--- src/rtl/dispatch_pkg.sv ---
// Shared types and default constants for the go/done job dispatcher.
//   dispatch_state_t : dispatcher FSM state encoding (IDLE, ISSUE, WAIT)
//   DISPATCH_*       : default parameter values for the dispatcher and its FIFO
package dispatch_pkg;

    typedef enum logic [1:0] {
        IDLE  = 2'd0,
        ISSUE = 2'd1,
        WAIT  = 2'd2
    } dispatch_state_t;

    localparam int DISPATCH_DEPTH   = 4;
    localparam int DISPATCH_ID_W    = 4;
    localparam int DISPATCH_TIMEOUT = 32;

endpackage

--- src/rtl/go_dispatcher_if.sv ---
// Bundle of the dispatcher's request, downstream and completion signals.
//   req_valid/req_ready/req_id : job request handshake
//   go/done                    : start pulse to and completion from the counter
//   busy, pending              : dispatcher status
//   cmp_valid/cmp_id/cmp_timeout : completion report
// slave is the dispatcher side; master is the side driving requests and done.
interface go_dispatcher_if #(
    parameter int ID_W  = 4,
    parameter int DEPTH = 4
);
    localparam int CNT_W = $clog2(DEPTH + 1);

    logic             req_valid;
    logic             req_ready;
    logic [ID_W-1:0]  req_id;
    logic             go;
    logic             done;
    logic             busy;
    logic             cmp_valid;
    logic [ID_W-1:0]  cmp_id;
    logic             cmp_timeout;
    logic [CNT_W-1:0] pending;

    modport master (
        output req_valid, req_id, done,
        input  req_ready, go, busy, cmp_valid, cmp_id, cmp_timeout, pending
    );

    modport slave (
        input  req_valid, req_id, done,
        output req_ready, go, busy, cmp_valid, cmp_id, cmp_timeout, pending
    );

endinterface

--- src/rtl/go_req_fifo.sv ---
// Synchronous request FIFO holding job IDs, first-word-fall-through.
//   clk, rst_n : clock, synchronous active-low reset (empties the FIFO)
//   push, din  : write din when push (accepted when not full, or full with pop)
//   pop        : drop the head entry (ignored when empty)
//   dout       : current head entry
//   count      : occupancy; full / empty flags
module go_req_fifo #(
    parameter int DEPTH = 4,
    parameter int ID_W  = 4,
    localparam int PTR_W = $clog2(DEPTH),
    localparam int CNT_W = $clog2(DEPTH + 1)
) (
    input  logic             clk,
    input  logic             rst_n,
    input  logic             push,
    input  logic             pop,
    input  logic [ID_W-1:0]  din,
    output logic [ID_W-1:0]  dout,
    output logic [CNT_W-1:0] count,
    output logic             full,
    output logic             empty
);

    logic [ID_W-1:0]  mem_q [DEPTH];
    logic [PTR_W-1:0] wr_ptr_q, wr_ptr_d;
    logic [PTR_W-1:0] rd_ptr_q, rd_ptr_d;
    logic [CNT_W-1:0] count_q, count_d;
    logic             wr_en, rd_en;

    assign full  = (count_q == CNT_W'(DEPTH));
    assign empty = (count_q == '0);
    assign count = count_q;
    assign dout  = mem_q[rd_ptr_q];

    // A write while full is only safe when the head leaves in the same cycle.
    assign wr_en = push && (!full || pop);
    assign rd_en = pop && !empty;

    always_comb begin
        wr_ptr_d = wr_ptr_q;
        rd_ptr_d = rd_ptr_q;
        count_d  = count_q;
        if (wr_en) wr_ptr_d = wr_ptr_q + PTR_W'(1);
        if (rd_en) rd_ptr_d = rd_ptr_q + PTR_W'(1);
        if (wr_en && !rd_en)      count_d = count_q + CNT_W'(1);
        else if (!wr_en && rd_en) count_d = count_q - CNT_W'(1);
    end

    always_ff @(posedge clk) begin
        if (!rst_n) begin
            wr_ptr_q <= '0;
            rd_ptr_q <= '0;
            count_q  <= '0;
        end else begin
            wr_ptr_q <= wr_ptr_d;
            rd_ptr_q <= rd_ptr_d;
            count_q  <= count_d;
        end
    end

    // Storage needs no reset: entries are only read after being written.
    always_ff @(posedge clk) begin
        if (wr_en) mem_q[wr_ptr_q] <= din;
    end

endmodule

--- src/rtl/go_dispatcher.sv ---
// Job dispatcher feeding the go/done counter. Buffers tagged requests,
// issues one go pulse per job, waits for done or a watchdog timeout and
// reports the result with the job ID. One job in flight at a time.
//   clk, rst_n : clock, synchronous active-low reset
//   bus        : request handshake, go/done, busy, pending, completion report
//
//   state | meaning
//   ------+---------------------------------------------------------
//   IDLE  | nothing in flight; leave when the FIFO holds a job
//   ISSUE | one cycle: go high, pop head into active_id, clear timer
//   WAIT  | count cycles until done or TIMEOUT, then report
module go_dispatcher
    import dispatch_pkg::*;
#(
    parameter int DEPTH   = DISPATCH_DEPTH,
    parameter int ID_W    = DISPATCH_ID_W,
    parameter int TIMEOUT = DISPATCH_TIMEOUT
) (
    input  logic        clk,
    input  logic        rst_n,
    go_dispatcher_if.slave bus
);

    localparam int TMR_W = $clog2(TIMEOUT);
    localparam int CNT_W = $clog2(DEPTH + 1);

    dispatch_state_t  state_q, state_d;
    logic [TMR_W-1:0] timer_q;
    logic [ID_W-1:0]  active_id_q;
    logic             cmp_valid_q;
    logic [ID_W-1:0]  cmp_id_q;
    logic             cmp_timeout_q;

    logic             fifo_push, fifo_pop, fifo_full, fifo_empty;
    logic [ID_W-1:0]  fifo_dout;
    logic [CNT_W-1:0] fifo_count;
    logic             timer_last;
    logic             go_o, busy_o;

    // Ready comes purely from registered occupancy, so a pop cannot make
    // room for a push in the same cycle.
    assign fifo_push = bus.req_valid && !fifo_full;

    go_req_fifo #(
        .DEPTH (DEPTH),
        .ID_W  (ID_W)
    ) u_fifo (
        .clk   (clk),
        .rst_n (rst_n),
        .push  (fifo_push),
        .pop   (fifo_pop),
        .din   (bus.req_id),
        .dout  (fifo_dout),
        .count (fifo_count),
        .full  (fifo_full),
        .empty (fifo_empty)
    );

    assign timer_last = (timer_q == TMR_W'(TIMEOUT - 1));

    always_ff @(posedge clk) begin
        if (!rst_n) state_q <= IDLE;
        else        state_q <= state_d;
    end

    always_comb begin
        state_d = state_q;
        case (state_q)
            IDLE:    if (!fifo_empty) state_d = ISSUE;
            ISSUE:   state_d = WAIT;
            WAIT:    if (bus.done || timer_last) state_d = IDLE;
            default: state_d = IDLE;
        endcase
    end

    always_comb begin
        go_o     = 1'b0;
        busy_o   = 1'b0;
        fifo_pop = 1'b0;
        case (state_q)
            ISSUE: begin
                go_o     = 1'b1;
                busy_o   = 1'b1;
                fifo_pop = 1'b1;
            end
            WAIT:    busy_o = 1'b1;
            default: ;
        endcase
    end

    // Timer, active job and completion report. done wins over a timeout
    // landing on the same cycle.
    always_ff @(posedge clk) begin
        if (!rst_n) begin
            timer_q       <= '0;
            active_id_q   <= '0;
            cmp_valid_q   <= 1'b0;
            cmp_id_q      <= '0;
            cmp_timeout_q <= 1'b0;
        end else begin
            cmp_valid_q <= 1'b0;
            case (state_q)
                ISSUE: begin
                    timer_q     <= '0;
                    active_id_q <= fifo_dout;
                end
                WAIT: begin
                    timer_q <= timer_q + TMR_W'(1);
                    if (bus.done) begin
                        cmp_valid_q   <= 1'b1;
                        cmp_id_q      <= active_id_q;
                        cmp_timeout_q <= 1'b0;
                    end else if (timer_last) begin
                        cmp_valid_q   <= 1'b1;
                        cmp_id_q      <= active_id_q;
                        cmp_timeout_q <= 1'b1;
                    end
                end
                default: ;
            endcase
        end
    end

    assign bus.req_ready   = !fifo_full;
    assign bus.go          = go_o;
    assign bus.busy        = busy_o;
    assign bus.pending     = fifo_count;
    assign bus.cmp_valid   = cmp_valid_q;
    assign bus.cmp_id      = cmp_id_q;
    assign bus.cmp_timeout = cmp_timeout_q;

endmodule
--- src/flat_wrapper.sv ---
// flat-port wrapper written by rule: the top's interface ports become plain ports
module go_dispatcher_flat import dispatch_pkg::*;
#(
    parameter int DEPTH   = DISPATCH_DEPTH,
    parameter int ID_W    = DISPATCH_ID_W,
    parameter int TIMEOUT = DISPATCH_TIMEOUT
)
  (clk, rst_n, bus_req_valid, bus_req_id, bus_done, bus_req_ready, bus_go, bus_busy, bus_cmp_valid, bus_cmp_id, bus_cmp_timeout, bus_pending);
  go_dispatcher_if #(.ID_W(ID_W), .DEPTH(DEPTH)) bus_i ();
  input  logic clk;
  input  logic rst_n;
  input wire logic [$bits(bus_i.req_valid)-1:0] bus_req_valid;
  input wire logic [$bits(bus_i.req_id)-1:0] bus_req_id;
  input wire logic [$bits(bus_i.done)-1:0] bus_done;
  output wire logic [$bits(bus_i.req_ready)-1:0] bus_req_ready;
  output wire logic [$bits(bus_i.go)-1:0] bus_go;
  output wire logic [$bits(bus_i.busy)-1:0] bus_busy;
  output wire logic [$bits(bus_i.cmp_valid)-1:0] bus_cmp_valid;
  output wire logic [$bits(bus_i.cmp_id)-1:0] bus_cmp_id;
  output wire logic [$bits(bus_i.cmp_timeout)-1:0] bus_cmp_timeout;
  output wire logic [$bits(bus_i.pending)-1:0] bus_pending;
  assign bus_i.req_valid = bus_req_valid;
  assign bus_i.req_id = bus_req_id;
  assign bus_i.done = bus_done;
  assign bus_req_ready = bus_i.req_ready;
  assign bus_go = bus_i.go;
  assign bus_busy = bus_i.busy;
  assign bus_cmp_valid = bus_i.cmp_valid;
  assign bus_cmp_id = bus_i.cmp_id;
  assign bus_cmp_timeout = bus_i.cmp_timeout;
  assign bus_pending = bus_i.pending;
  go_dispatcher #(.DEPTH(DEPTH), .ID_W(ID_W), .TIMEOUT(TIMEOUT)) u_core (.clk(clk), .rst_n(rst_n), .bus(bus_i));
endmodule
--- config.mk ---
export PLATFORM = sky130hd
export DESIGN_NAME = go_dispatcher_flat
export DESIGN_NICKNAME = d
export VERILOG_FILES = /design/src/rtl/dispatch_pkg.sv /design/src/rtl/go_dispatcher_if.sv /design/src/rtl/go_req_fifo.sv /design/src/rtl/go_dispatcher.sv /design/src/flat_wrapper.sv
export SDC_FILE = /design/constraint.sdc
export NUM_CORES = 1
export LEC_CHECK = 0
export ABC_AREA = 1
export CORE_MARGIN = 2
export CORE_UTILIZATION = 50
export CTS_BUF_LIST = sky130_fd_sc_hd__clkbuf_16
export CTS_CLUSTER_DIAMETER = 120
export DETAILED_ROUTE_END_ITERATION = 7
export PLACE_DENSITY = 0.79
export SYNTH_ARGS = -nofsm -noshare
export SYNTH_HDL_FRONTEND = slang
export SYNTH_HIERARCHICAL = 1
export SYNTH_SLANG_ARGS = --single-unit
--- constraint.sdc ---
create_clock -name clk -period 2.82 [get_ports clk]
set_clock_uncertainty 0.05 [all_clocks]
set_input_delay 0.423 -clock clk [delete_from_list [all_inputs] [get_ports clk]]
set_output_delay 0.423 -clock clk [all_outputs]
set_load 0.005 [all_outputs]
Word level (Yosys, flattened, before mapping)
Memories as Yosys holds them, arrays and structs flattened. A register that Yosys moved wholly into a read port is not among the register bits.
Index checks and enable logic that the tools add are counted.
- bits in registers: 20
- bits in writable memories: 16
- input bits: 8
- word-level logic and storage cells: 57
- memories: 1
- memories (memory ; depth ; bits a word ; read ports ; clocked after memory_dff ; wr ports ; line ; RTL):
    u_core.u_fifo.mem_q ; 4 ; 4 ; 1 ; 1 ; 1 ; go_req_fifo.sv:24 ; logic [ID_W-1:0] mem_q [DEPTH];
- $add $sub $neg: 5
- equal/unequal tests: 6
- muxes and demuxes: 16
- reduce and logical (&&, ||, !) cells: 21
- operators by type and width (kind ; number):
    $pmux 5 s2 ; 1
    $mux 1 ; 8
    $mux 4 ; 2
    $mux 3 ; 2
    $pmux 2 s3 ; 1
    $reduce_and 2->1 ; 3
    $reduce_bool 2->1 ; 3
    $add 5x1->5 const B ; 1
    $eq 5x5->1 const B ; 1
    $logic_and 1x1->1 ; 5
    $logic_not 1->1 ; 5
    $add 2x1->2 const B ; 2
    $mux 2 ; 2
    $add 3x1->3 const B ; 1
    $eq 3x3->1 const B ; 1
    $logic_not 3->1 ; 1
    $sub 3x1->3 const B ; 1
    $eq 2x1->1 const B ; 1
    $eq 2x2->1 const B ; 1
    $logic_not 2->1 ; 1
    $logic_or 1x1->1 ; 2
    $ne 2x1->1 const B ; 1
    $ne 2x2->1 const B ; 1
    $reduce_or 2->1 ; 1

Longest topological paths before layout
Gate-level depths: netlist of the first run.
- word-level depth: 8
- depth in mapped cells: 15
- gate-level depth less buffers: 15

Cells and area by module
The synthesis of the first run kept the hierarchy.
- modules (own cells, without submodules) (module ; times used ; cells each ; area an instance (um^2) ; sequential area each (um^2)):
    go_req_fifo ; 1 ; 111 ; 1106.1 ; 660.6
    go_dispatcher ; 1 ; 97 ; 739.5 ; 340.3

Worst setup path after synthesis of the first run
Ideal clock, no wire load.
- path kind: register to register
- start: register u_core.state_q[1]
- end: register u_core.u_fifo.count_q[2] (netlist: u_core/u_fifo/count[2])
- setup time: 113 ps
- arrival: 1949 ps
- data required time: 2657 ps
- path slack: 708 ps
- stages on the path, launching flop included: 16
- buffers on the path: 0
- clock period less this slack: 2112 ps
- cell sequence: dfxtp_1 > inv_1 > ha_1 > inv_1 > nand3_2 > nand2_1 > inv_1 > ha_1 > inv_1 > fa_1 > inv_1 > nand2_1 > nand3_1 > nand2_1 > nand2_1 > nor2_1
- longest elaborated chain between the ends: 7
- ends and longest elaborated chain (item ; line ; RTL):
    start, declared ; go_dispatcher.sv:27 ; dispatch_state_t state_q, state_d;
    start signal, assigned ; go_dispatcher.sv:63 ; else state_q <= state_d;
    $eq 2x1->1 (*) ; n/a ;
    $mux 1 (*) ; n/a ;
    net bus_go ; flat_wrapper.sv:16 ; output wire logic [$bits(bus_i.go)-1:0] bus_go;
    $logic_or 1x1->1 (*) ; go_req_fifo.sv:36 ; assign wr_en = push && (!full || pop);
    $logic_and 1x1->1 (*) ; go_req_fifo.sv:36 ;
    net u_core.u_fifo.wr_en ; go_req_fifo.sv:28 ; logic wr_en, rd_en;
    $logic_not 1->1 ; go_req_fifo.sv:46 ; else if (!wr_en && rd_en) count_d = count_q - CNT_W'(1);
    $logic_and 1x1->1 ; go_req_fifo.sv:46 ;
    $reduce_bool 2->1 (no line) ; n/a ;
    end signal, assigned ; go_req_fifo.sv:57 ; count_q <= count_d;
    end, declared ; go_req_fifo.sv:27 ; logic [CNT_W-1:0] count_q, count_d;
The timed path passes the listed nets; every way through them passes the cells marked *.
A chain may end at the register's enable or synchronous reset.

Final worst setup path of the first run
- start: register u_core.state_q[1]
- end: output bus_busy
- longest elaborated chain between the ends: 3
- ends and longest elaborated chain (item ; line ; RTL):
    $eq 2x1->1 / $eq 2x2->1 (equally long branches) ; go_dispatcher.sv:80 ; case (state_q)
    $reduce_or 2->1 (no line) (*) ; n/a ;
    $mux 1 (*) ; go_dispatcher.sv:80 ;
    end, declared ; flat_wrapper.sv:17 ; output wire logic [$bits(bus_i.busy)-1:0] bus_busy;
Every way passes the cells marked *; elsewhere a longest branch is shown, timed or not.

==> results of run 1 <==
==> area by class of cell <==
| class | instances | share of cell area |
|---|---|---|
| Tap cell | 48 | 0.0264 |
| Timing Repair Buffer | 20 | 0.0869 |
| Clock buffer | 5 | 0.0550 |
| Sequential cell | 42 | 0.440 |
| Multi-Input combinational cell | 134 | 0.316 |
| Clock inverter | 3 | 0.0281 |
| Inverter | 29 | 0.0479 |
==> metrics by stage <==
step	util	power [µW]	hold WS [ns]	std cells
global route	0.631	2490	0.453	281
floorplan	-	1380	0.398	208
detailed placement	0.578	1610	0.419	273
CTS	0.631	2350	0.431	281
finish	0.631	2330	0.429	281
global placement	0.578	1600	0.397	273
==> report_power, final <==
group	total [µW]	internal, µW	leakage (µW)	switching, µW
sequential	846	758	0.000359	87.9
clock	721	503	0.0000915	217
combinational	763	326	0.000492	437
total	2330	1590	0.000943	742
==> metal layers <==
| layer | up-vias | track usage |
|---|---|---|
| li1 | 724 | - |
| met1 | 598 | 0.182 |
| met2 | 39 | 0.281 |
| met3 | 7 | 0.0625 |
| met4 | 0 | 0.0638 |
| met5 | - | 0 |
==> registers in the layout, indices dropped and copies added (netlist names), named ones only <==
signal                  cells
u_core/state_q              2
u_core/u_fifo/rd_ptr_q      2
u_core/u_fifo/mem_q        16
u_core/active_id_q          4
u_core/bus.cmp_timeout      1
u_core/bus.cmp_valid        1
u_core/u_fifo/wr_ptr_q      2
u_core/bus.cmp_id           4
u_core/timer_q              5
u_core/u_fifo/count         3
==> synth_stat cells <==
cell type,n
sky130_fd_sc_hd__buf_2,2
sky130_fd_sc_hd__buf_4,1
sky130_fd_sc_hd__nor2_2,1
sky130_fd_sc_hd__xor2_1,1
sky130_fd_sc_hd__a21oi_1,12
sky130_fd_sc_hd__dfxtp_1,26
sky130_fd_sc_hd__nand2_1,23
sky130_fd_sc_hd__nand2_4,1
sky130_fd_sc_hd__ha_1,11
sky130_fd_sc_hd__nand3_2,1
sky130_fd_sc_hd__nand2_2,2
sky130_fd_sc_hd__fa_1,1
sky130_fd_sc_hd__a21oi_2,1
sky130_fd_sc_hd__nor3_1,1
sky130_fd_sc_hd__inv_1,28
sky130_fd_sc_hd__and3_1,1
sky130_fd_sc_hd__inv_2,1
sky130_fd_sc_hd__o21ai_2,1
sky130_fd_sc_hd__o22ai_1,4
sky130_fd_sc_hd__edfxtp_1,16
sky130_fd_sc_hd__nor2_1,45
sky130_fd_sc_hd__o21a_1,1
sky130_fd_sc_hd__o21ai_0,17
sky130_fd_sc_hd__nand3_1,10
==> kinds of logic after synthesis <==
logic type / Yosys count / synth area share
fa+ha+maj: 12 / 0.0854
flops: 42 / 0.542
xor+xnor: 1 / 0.00475
compound gates: 36 / 0.106
simple gates: 85 / 0.193
buf+inv: 32 / 0.0685
==> critical path: cells and delay by family (launching register included) <==
| kind | cells | cell delay (ns) |
|---|---|---|
| adders and majority gates | 1 | 0.45 |
| buffers and inverters | 2 | 0.65 |
| DFF | 1 | 0.36 |
==> worst max path at each step <==
stage | startpoint | end | slack, ns | cells past startpoint
final | u_core/state_q[1]$_SDFFE_PN0P_ | bus_busy | 0.60 | 3
after detailed placement | bus_req_valid | u_core/u_fifo/count[2]$_SDFFE_PN0P_ | 0.34 | 14
after CTS | u_core/state_q[1]$_SDFFE_PN0P_ | bus_busy | 0.58 | 3
after global routing | u_core/u_fifo/count[0]$_SDFFE_PN0P_ | u_core/u_fifo/count[2]$_SDFFE_PN0P_ | 0.41 | 13
after global placement | bus_req_valid | u_core/u_fifo/count[2]$_SDFFE_PN0P_ | 0.40 | 14
after floorplan | u_core/state_q[1]$_SDFFE_PN0P_ | u_core/u_fifo/count[2]$_SDFFE_PN0P_ | 0.71 | 15
==> run_results.csv, run 1 <==
group,metric,value,unit
worst_setup_path,cp_data_arrival_time,1.75,ns
place,worst_case_setup_slack_after_placement,0.345,ns
worst_setup_path,reg2reg_slack,0.64,ns
layout,layout_common_cells,"45 x sky130_fd_sc_hd__nor2_1, 28 x sky130_fd_sc_hd__inv_1, 26 x sky130_fd_sc_hd__dfxtp_1, 23 x sky130_fd_sc_hd__nand2_1, 19 x sky130_fd_sc_hd__clkdlybuf4s50_1",
route,dr_wl_met2,1440,µm
grt,number_of_antenna_violations_at_the_first_check_in_global_routing,0,
run,maxCapViolCount,0,
route,dr_total_vias,1368,
clocking,clock_sink_count,42,
clocking,post_cts_hold_buffer_count,0,
worst_setup_path,crit_path_top_delay_cell,"sky130_fd_sc_hd__clkdlybuf4s50_1",
yosys,synth.yosys.seq_area_share,0.542,
pwr,power_per_cell_area,1020,mW/mm²
floorplan,placeableCoreArea,0.00361,mm²
layout,nNetsFinal,252,
clocking,ctsRootBufferMaster,"sky130_fd_sc_hd__clkbuf_16",
clocking,clock_path_buffers,2,
layout,fillCellCount,306,
timing,worst_pin_slew,0.535,ns
place,dp.final_hpwl,2180,µm
min_path,min_delay_path_depth,2,
timing,max_freq,451,MHz
yosys,synth_largest_type_area_fraction,0.282,
grt,first_global_vias,1214,
timing,timing.final.hold_violations,0,
route,wirelength,3080,µm
floorplan,rows,22,
timing,setup_viol_count_final,0,
floorplan,io-pin-count,20,
pwr,irDropWorstVdd,0.502,mV
min_path,hold_path_class,"flip-flop to flip-flop",
route,route.layer.met1.wl,1390,µm
grt,grt_use_total,0.164,
worst_setup_path,critPathLaunchType,"flip-flop",
timing,post-route-period-util,0.787,
worst_setup_path,reg2reg_to,"u_core/u_fifo/count[2]$_SDFFE_PN0P_",
layout,insertedDiodeCount,0,
timing,max-slew-margin-rel,0.642,
yosys,synth_nets,228,
route,detailroute.wirelength.met3,181,µm
worst_setup_path,worst-path-max-fanout,9,
floorplan,chipWidth,64.8,µm
worst_setup_path,reg2reg_from,"u_core/u_fifo/count[0]$_SDFFE_PN0P_",
route,drcViolationCount,0,
floorplan,initial_core_util,0.512,
layout,multi_input_logic_area,718,µm²
pwr,power.static_leakage,0.000943,µW
timing,final.setup.worst_slack,0.602,ns
floorplan,die_area,0.00419,mm²
route,detail_route.first_pass.iterations,4,
worst_setup_path,timing.critical_path.slowest_cell_delay,0.56,ns
grt,grt_max_degree,18,
yosys,synth.distinct_cells,24,
yosys,yosysTopAreaCell,"sky130_fd_sc_hd__dfxtp_1",
yosys,cell_area_synth,0.00185,mm²
clocking,clock_latency,0.28,ns
min_path,hold_path_end,"u_core/bus.cmp_id[0]$_SDFFE_PN0P_",
clocking,clock_slew_at_the_register_clock_pins_of_the_worst_setup_and_hold_paths,0.06,ns
place,place_area,0.00209,mm²
floorplan,die_height,64.8,µm
worst_setup_path,worstSetupEndpointType,"primary output",
worst_setup_path,ff2ff_path_depth,13,
worst_setup_path,chain_of_cells_forming_the_critical_path,"inv_1 > ha_1 > clkdlybuf4s50_1",
timing,finalMaxSlewViolations,0,
layout,final_common_cell,"sky130_fd_sc_hd__nor2_1",
place,routabilityCongestion,0.797,
worst_setup_path,timing.setup.critical_path_class,"flip-flop to primary output",
timing,grt_setup_unrepaired,"no",
route,drt_initial_violations,61,
route,wl_per_cell,10.9,µm
grt,grt_first_pass_wirelength,5120,µm
layout,design_area,0.00227,mm²
min_path,hp-start,"u_core/bus.cmp_id[0]$_SDFFE_PN0P_",
clocking,cts_tree,"built",
place,port_buffers,19,
clocking,cts_buffers,5,
yosys,synth_area_per_cell,8.87,µm²
yosys,post_synthesis_instance_total,208,
route,detail-route-antenna-nets,0,
yosys,synth.ff_latch_count,42,
clocking,post_cts_buffers,0,
status,run_status,"completed",
route,route.detailed.vias_per_inst,4.87,
yosys,ys.warnings.count,6,
yosys,ys_top_cells_by_area,"sky130_fd_sc_hd__dfxtp_1 28%, sky130_fd_sc_hd__edfxtp_1 26%, sky130_fd_sc_hd__nor2_1 9.2%, sky130_fd_sc_hd__ha_1 7.5%, sky130_fd_sc_hd__inv_1 5.7%",
route,top_metal_used,"met4",
clocking,htree_levels,2,
layout,sequential_cell_area,0.00100,mm²
timing,final.min_clock_period,2.22,ns
layout,drive_gt1_frac,0.0687,
worst_setup_path,critical_path_required,2.35,ns
timing,setup_tns,0,ns
clocking,post_cts_resized,0,
grt,grt-ovfl-total,0,
layout,area_growth,23.3,%
No activity file was read; power rests on OpenSTA's default activity.
==> run 2: changes to the inputs <==
--- a/config.mk
+++ b/config.mk
@@ -11,7 +11,7 @@
 export CTS_BUF_LIST = sky130_fd_sc_hd__clkbuf_16
 export CTS_CLUSTER_DIAMETER = 120
 export DETAILED_ROUTE_END_ITERATION = 7
-export PLACE_DENSITY = 0.79
+export PLACE_DENSITY = 0.82
 export SYNTH_ARGS = -nofsm -noshare
 export SYNTH_HDL_FRONTEND = slang
 export SYNTH_HIERARCHICAL = 1
==> constraint.sdc (replaced) <==
create_clock -name clk -period 1.85 [get_ports clk]
set_clock_uncertainty 0.05 [all_clocks]
set_input_delay 0.2775 -clock clk [delete_from_list [all_inputs] [get_ports clk]]
set_output_delay 0.2775 -clock clk [all_outputs]
set_load 0.005 [all_outputs]
==> run 2 against run 1 <==
- setup slack worse by 0.57 ns
- wire length up 17%
- die area unchanged
- worst hold slack worse by 0.0015 ns
- count of clock-buffer cells in the layout unchanged
- global-route usage up 2.2 points
- sequential power up 54%
- highest routed layer unchanged
==> run_results.csv, run 2 (same netlist as run 1, synthesis figures left out) <==
group,metric,value,unit
clocking,clock_slew_at_the_register_clock_pins_of_the_worst_setup_and_hold_paths,0.06,ns
worst_setup_path,timing.setup.critical_path_class,"flip-flop to primary output",
clocking,cts_tree,"built",
clocking,clock_path_buffers,2,
worst_setup_path,reg2reg_slack,0.06,ns
timing,setup_tns,0,ns
floorplan,die_height,64.8,µm
route,detail_route.first_pass.iterations,4,
floorplan,chipWidth,64.8,µm
pwr,power_per_cell_area,1510,mW/mm²
worst_setup_path,cp_data_arrival_time,1.49,ns
layout,nNetsFinal,270,
layout,layout_common_cells,"44 x sky130_fd_sc_hd__nor2_1, 23 x sky130_fd_sc_hd__inv_1, 22 x sky130_fd_sc_hd__nand2_1, 22 x sky130_fd_sc_hd__dfxtp_1, 19 x sky130_fd_sc_hd__buf_4",
pwr,power.clock.fraction,0.225,
grt,grt_use_total,0.185,
worst_setup_path,worst-path-max-fanout,4,
layout,largest-register,"u_core/u_fifo/mem_q",
route,drcViolationCount,0,
layout,finish.cell_count_without_fillers,299,
route,top_metal_used,"met4",
pwr,sequential_fraction_of_design_power,0.354,
pwr,cell_internal_pwr,2390,µW
layout,final_common_cell,"sky130_fd_sc_hd__nor2_1",
pwr,power.static_leakage,0.00102,µW
route,detailroute.wirelength.met3,161,µm
clocking,clock_sink_count,42,
floorplan,placeableCoreArea,0.00361,mm²
layout,biggest_registers_after_layout,"u_core/u_fifo/mem_q x16, u_core/timer_q x5",
place,port_buffers,19,
pwr,netSwitchingPower,1290,µW
grt,grt-ovfl-total,0,
layout,area_growth,31.9,%
route,route.detailed.vias_per_inst,4.98,
floorplan,io-pin-count,20,
floorplan,rows,22,
pwr,irDropWorstVdd,1.06,mV
run,maxCapViolCount,0,
timing,setup_viol_count_final,0,
floorplan,initial_core_util,0.512,
route,dr_total_vias,1489,
worst_setup_path,worstSetupEndpointType,"primary output",
layout,post_layout_util,0.675,
floorplan,die_area,0.00419,mm²
pwr,power_frac_comb,0.421,
place,dp.final_hpwl,2530,µm
route,detail-route-antenna-nets,0,
status,run_status,"completed",
clocking,htree_levels,2,
place,dp_cells,288,
min_path,hold_path_class,"flip-flop to flip-flop",
timing,final.min_clock_period,1.82,ns
timing,post-route-period-util,0.985,
layout,number_of_flip_flops_under_the_largest_register_name,16,
clocking,cts_buffers,5,
grt,number_of_antenna_violations_at_the_first_check_in_global_routing,0,
place,routabilityCongestion,0.782,
timing,worst_hold_slack,0.427,ns
route,wirelength,3590,µm
clocking,ctsRootBufferMaster,"sky130_fd_sc_hd__clkbuf_16",
worst_setup_path,critPathLaunchType,"flip-flop",
timing,timing.final.hold_violations,0,
timing,worst_pin_slew,0.325,ns
layout,drive_gt1_frac,0.203,
pwr,switching_share,0.350,
route,route.layer.met1.wl,1530,µm
layout,insertedDiodeCount,0,
grt,first_global_vias,1438,
timing,max-slew-margin-rel,0.783,
timing,max_freq,549,MHz
clocking,clock_latency,0.28,ns
grt,grt_first_pass_wirelength,5970,µm
worst_setup_path,critical_path_required,1.52,ns
timing,finalMaxSlewViolations,0,
route,wl_per_cell,12.0,µm
route,dr_wl_met2,1870,µm
grt,grt_max_degree,14,
route,drt_initial_violations,38,
## run 2: power groups by stage
stage	sequential (µW)	clock [µW]	combinational, µW
global placement	1310	0	1370
floorplan	1290	0	902
global route	1330	889	1720
detailed placement	1320	0	1410
finish	1300	829	1550
CTS	1300	847	1430
## run 2: per-layer routing
layer	up-vias	track usage
li1	754	-
met1	700	0.198
met2	32	0.343
met3	3	0.0521
met4	0	0.0718
met5	-	0
## run 2: cell type report
type | count | area [µm²]
Sequential cell | 42 | 1010
Multi-Input combinational cell | 134 | 782
Clock inverter | 3 | 16.3
Tap cell | 48 | 60.1
Fill cell | 299 | 1170
Timing Repair Buffer | 38 | 333
Inverter | 29 | 111
Clock buffer | 5 | 125
## run 2: repair_timing
action,in CTS,in global routing
endpoints found under the setup margin,3,2
pin swaps,0,2
buffers inserted,1,2
hold buffers,0,0
resized for setup,2,7
cloned,0,0
## run 2: metrics by stage
step / instance area, µm² / total power (µW) / setup slack (ns)
final: 2430 / 3680 / 0.0278
after global routing: 2430 / 3940 / -0.00758
after CTS: 2390 / 3580 / 0.00938
after detailed placement: 2240 / 2720 / -0.261
after global placement: 2240 / 2670 / -0.187
after floorplan: 1890 / 2190 / 0.0122
## run 2: worst max-delay path: stages (launching register included)
cell and delay (ns):
sky130_fd_sc_hd__dfxtp_2 0.33, sky130_fd_sc_hd__inv_2 0.08, sky130_fd_sc_hd__ha_4 0.16, sky130_fd_sc_hd__buf_4 0.14, sky130_fd_sc_hd__clkdlybuf4s50_1 0.50
## run 2: worst paths after layout
check | start | endpoint | depth (start not counted)
min | u_core/bus.cmp_id[2]$_SDFFE_PN0P_ | u_core/bus.cmp_id[2]$_SDFFE_PN0P_ | 2
max | u_core/state_q[1]$_SDFFE_PN0P_ | bus_go | 4
min reg2reg | u_core/bus.cmp_id[2]$_SDFFE_PN0P_ | u_core/bus.cmp_id[2]$_SDFFE_PN0P_ | 2
max reg2reg | u_core/state_q[1]$_SDFFE_PN0P_ | u_core/u_fifo/count[2]$_SDFFE_PN0P_ | 13
